<file path="config.mk">
export PLATFORM = sky130hd
export DESIGN_NAME = a_reg_issue_writeback_flat
export DESIGN_NICKNAME = d
export VERILOG_FILES = /design/src/rtl/a_reg_issue_writeback_pkg.sv /design/src/rtl/a_reg_issue_writeback_if.sv /design/src/rtl/a_reg_issue_writeback_tag_pipe.sv /design/src/rtl/a_reg_issue_writeback.sv /design/src/flat_wrapper.sv
export SDC_FILE = /design/constraint.sdc
export NUM_CORES = 1
export LEC_CHECK = 0
export CELL_PAD_IN_SITES_DETAIL_PLACEMENT = 0
export CELL_PAD_IN_SITES_GLOBAL_PLACEMENT = 2
export CORE_ASPECT_RATIO = 1.75
export CORE_MARGIN = 4
export CORE_UTILIZATION = 44
export CTS_CLUSTER_SIZE = 10
export DETAILED_ROUTE_END_ITERATION = 7
export GPL_TIMING_DRIVEN = 0
export PLACE_DENSITY_LB_ADDON = 0.1
export SLEW_MARGIN = 10
export SYNTH_ARGS = -nofsm -noshare
export SYNTH_HDL_FRONTEND = slang
export SYNTH_HIERARCHICAL = 1
export SYNTH_SLANG_ARGS = --single-unit
export TNS_END_PERCENT = 100
</file>
<file path="constraint.sdc">
create_clock -name clk -period 6.3 [get_ports clk]
set_input_delay 0.945 -clock clk [delete_from_list [all_inputs] [get_ports clk]]
set_output_delay 0.945 -clock clk [all_outputs]
set_load 0.05 [all_outputs]
</file>
<file path="src/rtl/a_reg_issue_writeback_pkg.sv">
// Shared definitions for the A-register issue/writeback slice.
// Holds opcodes, unit latency and the writeback tag carried alongside in-flight ops.
package a_unit_pkg;

    localparam int NREG     = 8;
    localparam int IDX_W    = 3;
    localparam int UNIT_LAT = 6;

    localparam logic [6:0] OP_NOP   = 7'o000;
    localparam logic [6:0] OP_ASUM  = 7'o020;
    localparam logic [6:0] OP_ADIFF = 7'o021;

    typedef struct packed {
        logic             valid;
        logic [IDX_W-1:0] dest;
    } wb_tag_t;

    function automatic logic is_legal_op(input logic [6:0] op);
        return (op == OP_ASUM) || (op == OP_ADIFF);
    endfunction

endpackage

</file>
<file path="src/rtl/a_reg_issue_writeback_if.sv">
// Issue, sum/diff unit, external write and status signals of the A-register block.
// The master side is whoever drives requests and plays the arithmetic unit.
interface a_reg_issue_writeback_if #(parameter int SIZE = 32);
    import a_unit_pkg::*;

    logic             i_Issue_Vld;
    logic             o_Issue_Rdy;
    logic [6:0]       i_Instr;
    logic [IDX_W-1:0] i_I;
    logic [IDX_W-1:0] i_J;
    logic [IDX_W-1:0] i_K;
    logic [SIZE-1:0]  o_Aj;
    logic [SIZE-1:0]  o_Ak;
    logic [6:0]       o_Instr;
    logic [SIZE-1:0]  i_Ai;
    logic             i_Ext_We;
    logic [IDX_W-1:0] i_Ext_Addr;
    logic [SIZE-1:0]  i_Ext_Data;
    logic             o_Ext_Ack;
    logic [NREG-1:0]  o_Resv;
    logic             o_Illegal;

    modport master (
        output i_Issue_Vld, i_Instr, i_I, i_J, i_K, i_Ai, i_Ext_We, i_Ext_Addr, i_Ext_Data,
        input  o_Issue_Rdy, o_Aj, o_Ak, o_Instr, o_Ext_Ack, o_Resv, o_Illegal
    );

    modport slave (
        input  i_Issue_Vld, i_Instr, i_I, i_J, i_K, i_Ai, i_Ext_We, i_Ext_Addr, i_Ext_Data,
        output o_Issue_Rdy, o_Aj, o_Ak, o_Instr, o_Ext_Ack, o_Resv, o_Illegal
    );

endinterface

</file>
<file path="src/rtl/a_reg_issue_writeback_tag_pipe.sv">
// Fixed-depth shift pipe of writeback tags that tracks ops through a fixed-latency unit.
// Clearing it on reset discards every in-flight result.
module a_wb_tag_pipe
    import a_unit_pkg::*;
#(
    parameter int DEPTH = UNIT_LAT + 1
) (
    input  logic    clk,
    input  logic    rst,
    input  wb_tag_t tag_in,
    output wb_tag_t tag_out
);

    wb_tag_t stages [DEPTH];

    always_ff @(posedge clk) begin
        if (rst) begin
            for (int s = 0; s < DEPTH; s++) begin
                stages[s] <= '0;
            end
        end else begin
            stages[0] <= tag_in;
            for (int s = 1; s < DEPTH; s++) begin
                stages[s] <= stages[s-1];
            end
        end
    end

    assign tag_out = stages[DEPTH-1];

endmodule

</file>
<file path="src/rtl/a_reg_issue_writeback.sv">
// Eight A registers with reservation-based issue of add/subtract ops to the
// sum/diff unit, fixed-latency writeback and a secondary external write port.
module a_reg_issue_writeback
    import a_unit_pkg::*;
#(
    parameter int SIZE = 32
) (
    input  logic                     clk,
    input  logic                     rst,
    a_reg_issue_writeback_if.slave   bus
);

    logic [SIZE-1:0] a_regs [NREG];
    logic [NREG-1:0] resv;
    logic [SIZE-1:0] aj_q;
    logic [SIZE-1:0] ak_q;
    logic [6:0]      instr_q;
    logic            illegal_q;

    logic            issue_rdy;
    logic            issue_legal;
    logic            ext_ack;
    wb_tag_t         push_tag;
    wb_tag_t         wb_tag;

    // No bypass: any reserved source or destination holds the issue off.
    assign issue_rdy   = bus.i_Issue_Vld && !resv[bus.i_J] && !resv[bus.i_K] && !resv[bus.i_I];
    assign issue_legal = is_legal_op(bus.i_Instr);
    assign ext_ack     = bus.i_Ext_We && !resv[bus.i_Ext_Addr]
                         && !(issue_rdy && issue_legal && (bus.i_I == bus.i_Ext_Addr));

    assign push_tag.valid = issue_rdy && issue_legal;
    assign push_tag.dest  = bus.i_I;

    a_wb_tag_pipe #(
        .DEPTH (UNIT_LAT + 1)
    ) u_tag_pipe (
        .clk     (clk),
        .rst     (rst),
        .tag_in  (push_tag),
        .tag_out (wb_tag)
    );

    // Writeback and external writes never collide: an external write needs an
    // unreserved target while a writeback target is always reserved.
    always_ff @(posedge clk) begin
        if (rst) begin
            for (int r = 0; r < NREG; r++) begin
                a_regs[r] <= '0;
            end
            resv      <= '0;
            aj_q      <= '0;
            ak_q      <= '0;
            instr_q   <= OP_NOP;
            illegal_q <= 1'b0;
        end else begin
            if (wb_tag.valid) begin
                a_regs[wb_tag.dest] <= bus.i_Ai;
                resv[wb_tag.dest]   <= 1'b0;
            end
            if (ext_ack) begin
                a_regs[bus.i_Ext_Addr] <= bus.i_Ext_Data;
            end
            instr_q   <= OP_NOP;
            illegal_q <= 1'b0;
            if (issue_rdy) begin
                aj_q <= a_regs[bus.i_J];
                ak_q <= a_regs[bus.i_K];
                if (issue_legal) begin
                    resv[bus.i_I] <= 1'b1;
                    instr_q       <= bus.i_Instr;
                end else begin
                    illegal_q <= 1'b1;
                end
            end
        end
    end

    assign bus.o_Issue_Rdy = issue_rdy;
    assign bus.o_Ext_Ack   = ext_ack;
    assign bus.o_Aj        = aj_q;
    assign bus.o_Ak        = ak_q;
    assign bus.o_Instr     = instr_q;
    assign bus.o_Resv      = resv;
    assign bus.o_Illegal   = illegal_q;

endmodule

</file>
<file path="src/flat_wrapper.sv">
// flat-port wrapper written by rule: the top's interface ports become plain ports
module a_reg_issue_writeback_flat import a_unit_pkg::*;
#(
    parameter int SIZE = 32
)
  (clk, rst, bus_i_Issue_Vld, bus_i_Instr, bus_i_I, bus_i_J, bus_i_K, bus_i_Ai, bus_i_Ext_We, bus_i_Ext_Addr, bus_i_Ext_Data, bus_o_Issue_Rdy, bus_o_Aj, bus_o_Ak, bus_o_Instr, bus_o_Ext_Ack, bus_o_Resv, bus_o_Illegal);
  a_reg_issue_writeback_if #(.SIZE(SIZE)) bus_i ();
  input  logic clk;
  input  logic rst;
  input wire logic [$bits(bus_i.i_Issue_Vld)-1:0] bus_i_Issue_Vld;
  input wire logic [$bits(bus_i.i_Instr)-1:0] bus_i_Instr;
  input wire logic [$bits(bus_i.i_I)-1:0] bus_i_I;
  input wire logic [$bits(bus_i.i_J)-1:0] bus_i_J;
  input wire logic [$bits(bus_i.i_K)-1:0] bus_i_K;
  input wire logic [$bits(bus_i.i_Ai)-1:0] bus_i_Ai;
  input wire logic [$bits(bus_i.i_Ext_We)-1:0] bus_i_Ext_We;
  input wire logic [$bits(bus_i.i_Ext_Addr)-1:0] bus_i_Ext_Addr;
  input wire logic [$bits(bus_i.i_Ext_Data)-1:0] bus_i_Ext_Data;
  output wire logic [$bits(bus_i.o_Issue_Rdy)-1:0] bus_o_Issue_Rdy;
  output wire logic [$bits(bus_i.o_Aj)-1:0] bus_o_Aj;
  output wire logic [$bits(bus_i.o_Ak)-1:0] bus_o_Ak;
  output wire logic [$bits(bus_i.o_Instr)-1:0] bus_o_Instr;
  output wire logic [$bits(bus_i.o_Ext_Ack)-1:0] bus_o_Ext_Ack;
  output wire logic [$bits(bus_i.o_Resv)-1:0] bus_o_Resv;
  output wire logic [$bits(bus_i.o_Illegal)-1:0] bus_o_Illegal;
  assign bus_i.i_Issue_Vld = bus_i_Issue_Vld;
  assign bus_i.i_Instr = bus_i_Instr;
  assign bus_i.i_I = bus_i_I;
  assign bus_i.i_J = bus_i_J;
  assign bus_i.i_K = bus_i_K;
  assign bus_i.i_Ai = bus_i_Ai;
  assign bus_i.i_Ext_We = bus_i_Ext_We;
  assign bus_i.i_Ext_Addr = bus_i_Ext_Addr;
  assign bus_i.i_Ext_Data = bus_i_Ext_Data;
  assign bus_o_Issue_Rdy = bus_i.o_Issue_Rdy;
  assign bus_o_Aj = bus_i.o_Aj;
  assign bus_o_Ak = bus_i.o_Ak;
  assign bus_o_Instr = bus_i.o_Instr;
  assign bus_o_Ext_Ack = bus_i.o_Ext_Ack;
  assign bus_o_Resv = bus_i.o_Resv;
  assign bus_o_Illegal = bus_i.o_Illegal;
  a_reg_issue_writeback #(.SIZE(SIZE)) u_core (.clk(clk), .rst(rst), .bus(bus_i));
endmodule
</file>
==> flow_summary.ini, run 1 <==
[status]
outcome = finished clean

[synth]
postSynthAreaPerCell_um2 = 13.1
yosys_most_used_dff = edfxtp_1
syn_area_um2 = 19800
synth_xor_area_share_pct = 0.133
ys_warn_count = 6
synth-simple-area-share_pct = 9.49
yosys.cell_types.count = 41
synthMuxAreaShare_pct = 31.6
synth_top_area_share_pct = 38.8
seq_area_frac_synth_pct = 49.7
synth_seq_cells = 364
synth_enable_flop_cells = 256
synth_area_leaders = edfxtp_1, mux2i_1, mux4_2
async_flop_share_pct = 0
synth-compound-area-share_pct = 3.17
synth_top_cell_by_area = edfxtp_1
syn-instance-count = 1511
synth_top_family_by_area = multiplexers
synth_fa_ha_area_share_pct = 0

[clocking]
htreeDepth = 2
cts_buffers = 43
cts_setup_buffers = 0
clk_pin_slew_ns = 0.06
ctsRootBufferMaster = clkbuf_16
cts_tree = yes
holdBufCountCts = 0
cts.sinks = 364
cts.path.max_buffers = 3
insertion_delay_ns = 0.56
post_cts_resized = 0

[timing]
finalClockSkew_ns = 0.0181
fin_crit_ns = 5.10
final_max_slew_viol_count = 0
relSlewSlack_pct = 13.1
final_hold_viol_count = 0
setup_viol_count_final = 0
hold-worst-slack_ns = 0.430
final.setup.worst_slack_ns = 1.20
rsz0062_at_grt = no
fin_setup_tns_ns = 0
max_slew.worst_pin.slew_ns = 1.29
fmax_mhz = 196
period_share_pct = 80.9

[global_routing]
grt_max_degree = 33
grtUsageTotal_pct = 27.5
grt.overflow.total = 0
antenna_found_initial = 2
first_global_vias = 14200
grt_pass1_wl_um = 96400

[detailed_routing]
vias_per_cell = 5.88
firstDrtPassIters = 6
drt_wl_total_um = 67200
drc = 0
vias = 13600
drt.antenna.violating_nets = 0
drt_iter0_markers = 1030
wl_per_cell_um = 29.2

[worst_setup_path]
cp_cell_sequence = clkdlybuf4s50_1 > buf_2 > mux2_2 > o22ai_1 > or3_1 > and3_1 > buf_4 > buf_6 > buf_2 > clkdlybuf4s50_1
end_kind = primary output
arrival_ns = 4.15
worstPathRequired_ns = 5.35
worstSetupStartpoint = bus_i_I[2]
critPathSlowestCell = clkdlybuf4s50_1
cp_slowest_stage_delay_ns = 0.86
r2r_start = u_core/bus.o_Resv[7]
worst_setup_path_start_kind = input pin
crit_fanout = 10
path_class = input pin to primary output

[floorplan]
start_util_pct = 44.6
ios = 169
core_region_area_um2 = 44400
rows = 102
die_w_um = 168
die_y_um = 289
die_area_um2 = 48600

[job]
cap_violations = 0

[layout]
areaGrowthSynthToFinish_pct = 17.5
stdcell_count = 2306
layout_commonest_cell = mux2i_1
nNetsFinal = 1787
final.fill_count = 3923
drive_gt1_share_pct = 16.2
layout_common_cells = mux2i_1, nand2_1, edfxtp_1

[worst_hold_path]
holdCritStartpoint = u_core/u_tag_pipe/stages[0][3]
hp-class = flop to flop

[placed_design]
place.gp.congestion = 0.836
port_buffers = 134
dp_hpwl_um = 44900
pre_cts_ws_ns = 1.20
placedCellCount = 2227

[power_and_ir_drop]
leakage_nw = 9.78
irDropWorstVdd_v = 0.000229
power_density_nw_per_um2 = 254
total_power_mw = 5.91
-- Yosys cell counts (all sizes together), types with 4 or more instances --
| master | n |
|---|---|
| a31oi | 4 |
| mux4 | 134 |
| nor3b | 4 |
| nand2 | 277 |
| buf | 85 |
| nor2 | 73 |
| clkbuf | 65 |
| o21ai | 6 |
| nand2b | 5 |
| nor2b | 28 |
| inv | 33 |
| mux2i | 321 |
| dfxtp | 108 |
| nor3 | 6 |
| edfxtp | 256 |
| nand3 | 9 |
| a211oi | 66 |
| and2b | 8 |
-- state kept, by name, indices dropped and copies added, names as in the netlist --
| name | count |
|---|---|
| u_core/a_regs | 256 |
| u_core/bus.o_Aj | 32 |
| u_core/bus.o_Ak | 32 |
| u_core/bus.o_Illegal | 1 |
| u_core/bus.o_Instr | 7 |
| u_core/bus.o_Resv | 8 |
| u_core/u_tag_pipe/stages | 28 |
-- critical path, delay by kind of cell --
family                 cells  cell delay, ns
and+or+nand+nor            2            0.38
muxes                      1            0.36
AOI/OAI and AO/OA          1            0.14
buffers and inverters      6            2.31
-- per-layer routing --
| metal | up-vias | wire length [um] | track usage (%) |
|---|---|---|---|
| met2 | 588 | 35400 | 49.6 |
| met5 | - | 0 | 0 |
| met3 | 158 | 4130 | 3.85 |
| li1 | 5976 | - | - |
| met4 | 0 | 3190 | 12.1 |
| met1 | 6842 | 24500 | 32.4 |
-- final timing paths --
kind                                                  endpoint  slack [ns]  cells after the start
worst min register to register  u_core/u_tag_pipe/stages[0][7]        0.43                      1
worst max-delay path                           bus_o_Issue_Rdy        1.20                     10
worst max register to register            u_core/a_regs[5][23]        3.02                      6
worst min-delay path            u_core/u_tag_pipe/stages[0][7]        0.43                      1
-- logic make-up (layout without fill, tap and decap cells) --
logic type                Yosys count  in the layout
AOI/OAI and AO/OA                  83             83
buffers and inverters             183            400
and+or+nand+nor                   419            419
DFF                               364            364
xor gates and xnor gates            3              3
muxes                             458            458
other                               1              7
-- layout make-up --
class	instances	area, um^2	area share [%]
Buffer	150	1040	4.46
Clock inverter	3	33.8	0.145
Inverter	33	124	0.532
Sequential cell	364	9850	42.3
Clock buffer	74	1210	5.21
Tap cell	572	716	3.07
Multi-Input combinational cell	968	8850	38.0
Timing Repair Buffer	140	1460	6.27
Antenna cell	2	5.00	0.0215
-- power by group --
group          internal (mW)  switching (mW)  leakage (nW)
logic                  0.342           0.528          5.69
clock network           1.30           0.988         0.594
registers               2.69          0.0620          3.49
total                   4.33            1.58          9.78
-- metrics by stage --
| stage | util (%) | area, um^2 |
|---|---|---|
| 2_1_floorplan | - | 19800 |
| 3_3_place_gp | 49.3 | 21900 |
| 3_5_place_dp | 49.6 | 22000 |
| 4_1_cts | 52.4 | 23300 |
| 5_1_grt | 52.4 | 23300 |
| 6_report | 52.4 | 23300 |
No activity file was read; power rests on OpenSTA's default activity.
==> run 2: changes to the inputs <==
--- a/config.mk
+++ b/config.mk
@@ -9,7 +9,7 @@
 export CELL_PAD_IN_SITES_GLOBAL_PLACEMENT = 2
 export CORE_ASPECT_RATIO = 1.75
 export CORE_MARGIN = 4
-export CORE_UTILIZATION = 44
+export CORE_UTILIZATION = 37
 export CTS_CLUSTER_SIZE = 10
 export DETAILED_ROUTE_END_ITERATION = 7
 export GPL_TIMING_DRIVEN = 0
==> constraint.sdc (replaced) <==
create_clock -name clk -period 4.5 [get_ports clk]
set_input_delay 0.675 -clock clk [delete_from_list [all_inputs] [get_ports clk]]
set_output_delay 0.675 -clock clk [all_outputs]
set_load 0.05 [all_outputs]
==> run 2 against run 1 <==
  * First-iteration DRC count decreased by 16%
  * Final area up 0.40%
  * Total power up 40%
  * Count of clock-buffer cells in the layout fell by 2
  * Setup slack got worse by 1.0 ns
  * Largest cell class unchanged
==> flow_summary.ini, run 2 (same netlist as run 1, synthesis figures left out) <==
[detailed_routing]
firstDrtPassIters = 5
vias_per_cell = 5.55
drt_iter0_markers = 866
wl_per_cell_um = 29.5
drt_wl_total_um = 71200
drt.antenna.violating_nets = 0
vias = 13400
drc = 0

[global_routing]
grtUsageTotal_pct = 24.3
grt.overflow.total = 0
grt_pass1_wl_um = 100000
first_global_vias = 14200
antenna_found_initial = 2
grt_max_degree = 33

[worst_hold_path]
holdCritStartpoint = u_core/u_tag_pipe/stages[0][8]
hp-class = flop to flop

[worst_setup_path]
worst_setup_path_start_kind = input pin
worstPathRequired_ns = 3.83
path_class = input pin to primary output
worstSetupStartpoint = bus_i_Instr[2]
arrival_ns = 3.62
r2r_start = u_core/bus.o_Resv[7]
crit_fanout = 9
end_kind = primary output

[clocking]
cts.sinks = 364
insertion_delay_ns = 0.55
ctsRootBufferMaster = clkbuf_16
holdBufCountCts = 0
cts.path.max_buffers = 3
cts_buffers = 42
cts_tree = yes
cts_setup_buffers = 0
clk_pin_slew_ns = 0.06
htreeDepth = 2

[timing]
final_max_slew_viol_count = 0
rsz0062_at_grt = no
fmax_mhz = 233
finalClockSkew_ns = 0.0133
fin_crit_ns = 4.30
relSlewSlack_pct = 21.1
fin_setup_tns_ns = 0
period_share_pct = 95.5
setup_viol_count_final = 0
final_hold_viol_count = 0
max_slew.worst_pin.slew_ns = 1.18
hold-worst-slack_ns = 0.440
final.setup.worst_slack_ns = 0.200

[floorplan]
die_area_um2 = 57500
die_w_um = 183
rows = 112
core_region_area_um2 = 53100
ios = 169
die_y_um = 314
start_util_pct = 37.3

[placed_design]
place_area_um2 = 22200
port_buffers = 134
place.gp.congestion = 0.824
pre_cts_ws_ns = -0.0727
dp_hpwl_um = 47700
placedCellCount = 2338

[power_and_ir_drop]
power_density_nw_per_um2 = 353
total_power_mw = 8.26
irDropWorstVdd_v = 0.000264
leakage_nw = 9.76

[layout]
nNetsFinal = 1785
layout_common_cells = mux2i_1, nand2_1, edfxtp_1
areaGrowthSynthToFinish_pct = 18.0
top_register = u_core/a_regs
layout_commonest_cell = mux2i_1
final_util_pct = 44.0
drive_gt1_share_pct = 16.2
finalInstanceArea_um2 = 23400
final.fill_count = 4941
largest_reg_flops = 256
stdcell_count = 2413

[status]
outcome = finished clean

[job]
cap_violations = 0
## run 2: routing by layer
| metal | up-vias | track usage (%) | routed length [um] |
|---|---|---|---|
| li1 | 5989 | - | - |
| met1 | 6812 | 27.9 | 26300 |
| met5 | - | 0 | 13 |
| met2 | 468 | 46.1 | 38900 |
| met3 | 114 | 2.88 | 3290 |
| met4 | 2 | 8.52 | 2720 |
## run 2: final timing paths
| check | end | slack [ns] | cells after the start |
|---|---|---|---|
| worst max-delay path | bus_o_Ext_Ack | 0.20 | 7 |
| worst min-delay path | u_core/u_tag_pipe/stages[0][12] | 0.44 | 1 |
| worst max register to register | u_core/a_regs[5][18] | 1.25 | 8 |
| worst min register to register | u_core/u_tag_pipe/stages[0][12] | 0.44 | 1 |
## run 2: what timing repair did
item                                    CTS  global route
endpoints found under the hold margin     0             0
resized for setup                         2             0
endpoints found under the setup margin    2             0
## run 2: power breakdown
group / switching (mW) / internal (mW)
combinational: 0.752 / 0.477
clock: 1.39 / 1.79
sequential: 0.0889 / 3.76
total: 2.23 / 6.03
## run 2: cell type report
cell class	count	area (um^2)	area share [%]
multi-input combinational	968	8870	37.9
timing repair buffer	139	1440	6.16
sequential	364	9850	42.1
inverter	33	124	0.530
tap	684	856	3.66
buffer	150	1040	4.44
clock inverter	1	8.76	0.0375
antenna	2	5.00	0.0214
clock buffer	72	1190	5.11
## run 2: worst max-delay path, stage by stage
cell and delay (ns):
clkdlybuf4s50_1 0.39, or4b_1 0.57, nor3_4 0.34, and4_1 0.31
nand4_4 0.32, and3_1 0.32, clkdlybuf4s50_1 0.70
==> run 3: changes to the inputs <==
--- a/config.mk
+++ b/config.mk
@@ -8,7 +8,7 @@
 export CELL_PAD_IN_SITES_DETAIL_PLACEMENT = 0
 export CELL_PAD_IN_SITES_GLOBAL_PLACEMENT = 2
 export CORE_ASPECT_RATIO = 1.75
-export CORE_MARGIN = 4
+export CORE_MARGIN = 1.5
 export CORE_UTILIZATION = 37
 export CTS_CLUSTER_SIZE = 10
 export DETAILED_ROUTE_END_ITERATION = 7
==> run 3 against run 2 <==
  * Setup slack worse by 0.020 ns
  * Final cell count hardly changed
  * Clock power hardly changed
  * Sequential share of layout area hardly changed
  * Total power is 0.32% higher
  * Fmax is 0.46% lower
  * Flip-flop and latch count stayed put
  * Die area is 4.3% lower
  * Hold slack worse by 0.0075 ns
  * Largest cell class unchanged
  * Highest routed layer unchanged
==> flow_summary.ini, run 3 (same netlist as run 1, synthesis figures left out) <==
[status]
outcome = finished clean

[clocking]
cts_buffers = 43
insertion_delay_ns = 0.56
htreeDepth = 2
cts.path.max_buffers = 3
ctsRootBufferMaster = clkbuf_16
holdBufCountCts = 0
cts.sinks = 364
clk_pin_slew_ns = 0.06
cts_setup_buffers = 0
post_cts_resized = 2
cts_tree = yes

[layout]
finalInstanceArea_um2 = 23400
top_register = u_core/a_regs
areaGrowthSynthToFinish_pct = 18.0
final.fill_count = 4919
layout_commonest_cell = mux2i_1
drive_gt1_share_pct = 16.1
largest_reg_flops = 256
stdcell_count = 2412
diodes = 0
layout_common_cells = mux2i_1, nand2_1, edfxtp_1
nNetsFinal = 1785

[worst_setup_path]
worstPathRequired_ns = 3.83
crit_family = simple AND/OR/NAND/NOR gates
r2r_slack_ns = 1.22
end_kind = primary output
crit_fanout = 9
path_class = input pin to primary output
critPathSlowestCell = clkdlybuf4s50_1
ff2ff_path_depth = 8
cp_slowest_stage_delay_ns = 0.69
r2r_start = u_core/bus.o_Resv[7]
path_buf_inv = 2
worst_setup_path_start_kind = input pin
cp_cell_sequence = clkdlybuf4s50_1 > or4b_1 > nor3_4 > and4_1 > nand4_4 > and3_1 > clkdlybuf4s50_1
rr_endpoint = u_core/a_regs[2][25]
worst_path_most_repeated_cell = clkdlybuf4s50_1
arrival_ns = 3.64

[placed_design]
placedCellCount = 2337
dp_hpwl_um = 46900
place.gp.congestion = 0.781
port_buffers = 134
place_area_um2 = 22200

[floorplan]
die_area_um2 = 55000
ios = 169
core_region_area_um2 = 53100
rows = 112
die_w_um = 178
die_y_um = 309
start_util_pct = 37.3

[power_and_ir_drop]
p_comb_share_pct = 14.9
clkPwrFrac_pct = 38.7
p_int_mw = 6.03
irDropWorstVdd_v = 0.000245
switching_power_mw = 2.25
p_seq_share_pct = 46.5
power_density_nw_per_um2 = 354
leakage_nw = 9.75
swShare_pct = 27.1

[worst_hold_path]
hp-class = flop to flop
holdCritStartpoint = u_core/u_tag_pipe/stages[0][4]
hold_path_depth = 1
holdPathEnd = u_core/u_tag_pipe/stages[0][8]

[timing]
final_hold_viol_count = 0
final_max_slew_viol_count = 0
max_slew.worst_pin.slew_ns = 1.27
relSlewSlack_pct = 15.2
rsz0062_at_grt = no
fin_crit_ns = 4.32
fin_setup_tns_ns = 0
hold-worst-slack_ns = 0.433
fmax_mhz = 232
setup_viol_count_final = 0
finalClockSkew_ns = 0.0227
period_share_pct = 96.0

[global_routing]
first_global_vias = 13900
grtUsageTotal_pct = 26.3
grt_pass1_wl_um = 101000
antenna_found_initial = 2
grt_max_degree = 33
grt.overflow.total = 0

[detailed_routing]
drt.antenna.violating_nets = 0
drt_iter0_markers = 1034
drc = 0
vias_per_cell = 5.62
vias = 13600
firstDrtPassIters = 7
drt_wl_total_um = 71600
wl_per_cell_um = 29.7

[job]
cap_violations = 0
==> run 3: metal layers <==
| layer | global-route usage [%] | wire length (um) | vias up |
|---|---|---|---|
| met2 | 48.6 | 38400 | 556 |
| met4 | 9.56 | 2520 | 4 |
| li1 | - | - | 5985 |
| met1 | 30.9 | 26700 | 6876 |
| met3 | 2.89 | 4030 | 143 |
| met5 | 0 | 20 | - |
==> run 3: final cells by class <==
class	count	area (um^2)	area share, %
well taps	684	856	3.66
clock buffers	73	1200	5.13
multi-input cells	968	8870	38.0
clock inverters	2	17.5	0.0749
inverters	33	124	0.530
repair buffers	138	1420	6.08
plain buffers	150	1040	4.44
flip-flops and latches	364	9850	42.1
==> run 3: worst max-delay path by stage <==
stage | startpoint | endpoint | slack [ns] | cells past startpoint
final | bus_i_Instr[2] | bus_o_Ext_Ack | 0.18 | 7
after global placement | bus_i_Instr[2] | u_core/a_regs[0][19] | -1.25 | 8
after floorplan | bus_i_J[1] | u_core/a_regs[6][0] | 1.02 | 8
after CTS | bus_i_Instr[2] | bus_o_Ext_Ack | 0.14 | 7
after detailed placement | bus_i_I[2] | bus_o_Issue_Rdy | -0.12 | 10
after global routing | bus_i_I[2] | bus_o_Issue_Rdy | 0.04 | 10
==> run 3: per-stage QoR <==
| stage | util, % | setup slack [ns] | power [mW] |
|---|---|---|---|
| floorplan | - | 1.02 | 4.67 |
| global placement | 41.5 | -1.25 | 5.14 |
| detailed placement | 41.7 | -0.123 | 5.16 |
| CTS | 44.0 | 0.143 | 8.36 |
| global route | 44.0 | 0.0355 | 8.52 |
| finish | 44.0 | 0.180 | 8.28 |
==> run 3: power groups by stage <==
stage	Clock [mW]	Combinational [mW]	Sequential, mW
floorplan	0	0.591	4.08
global placement	0	1.22	3.92
detailed placement	0	1.24	3.92
CTS	3.27	1.24	3.85
global route	3.37	1.29	3.87
finish	3.20	1.23	3.85
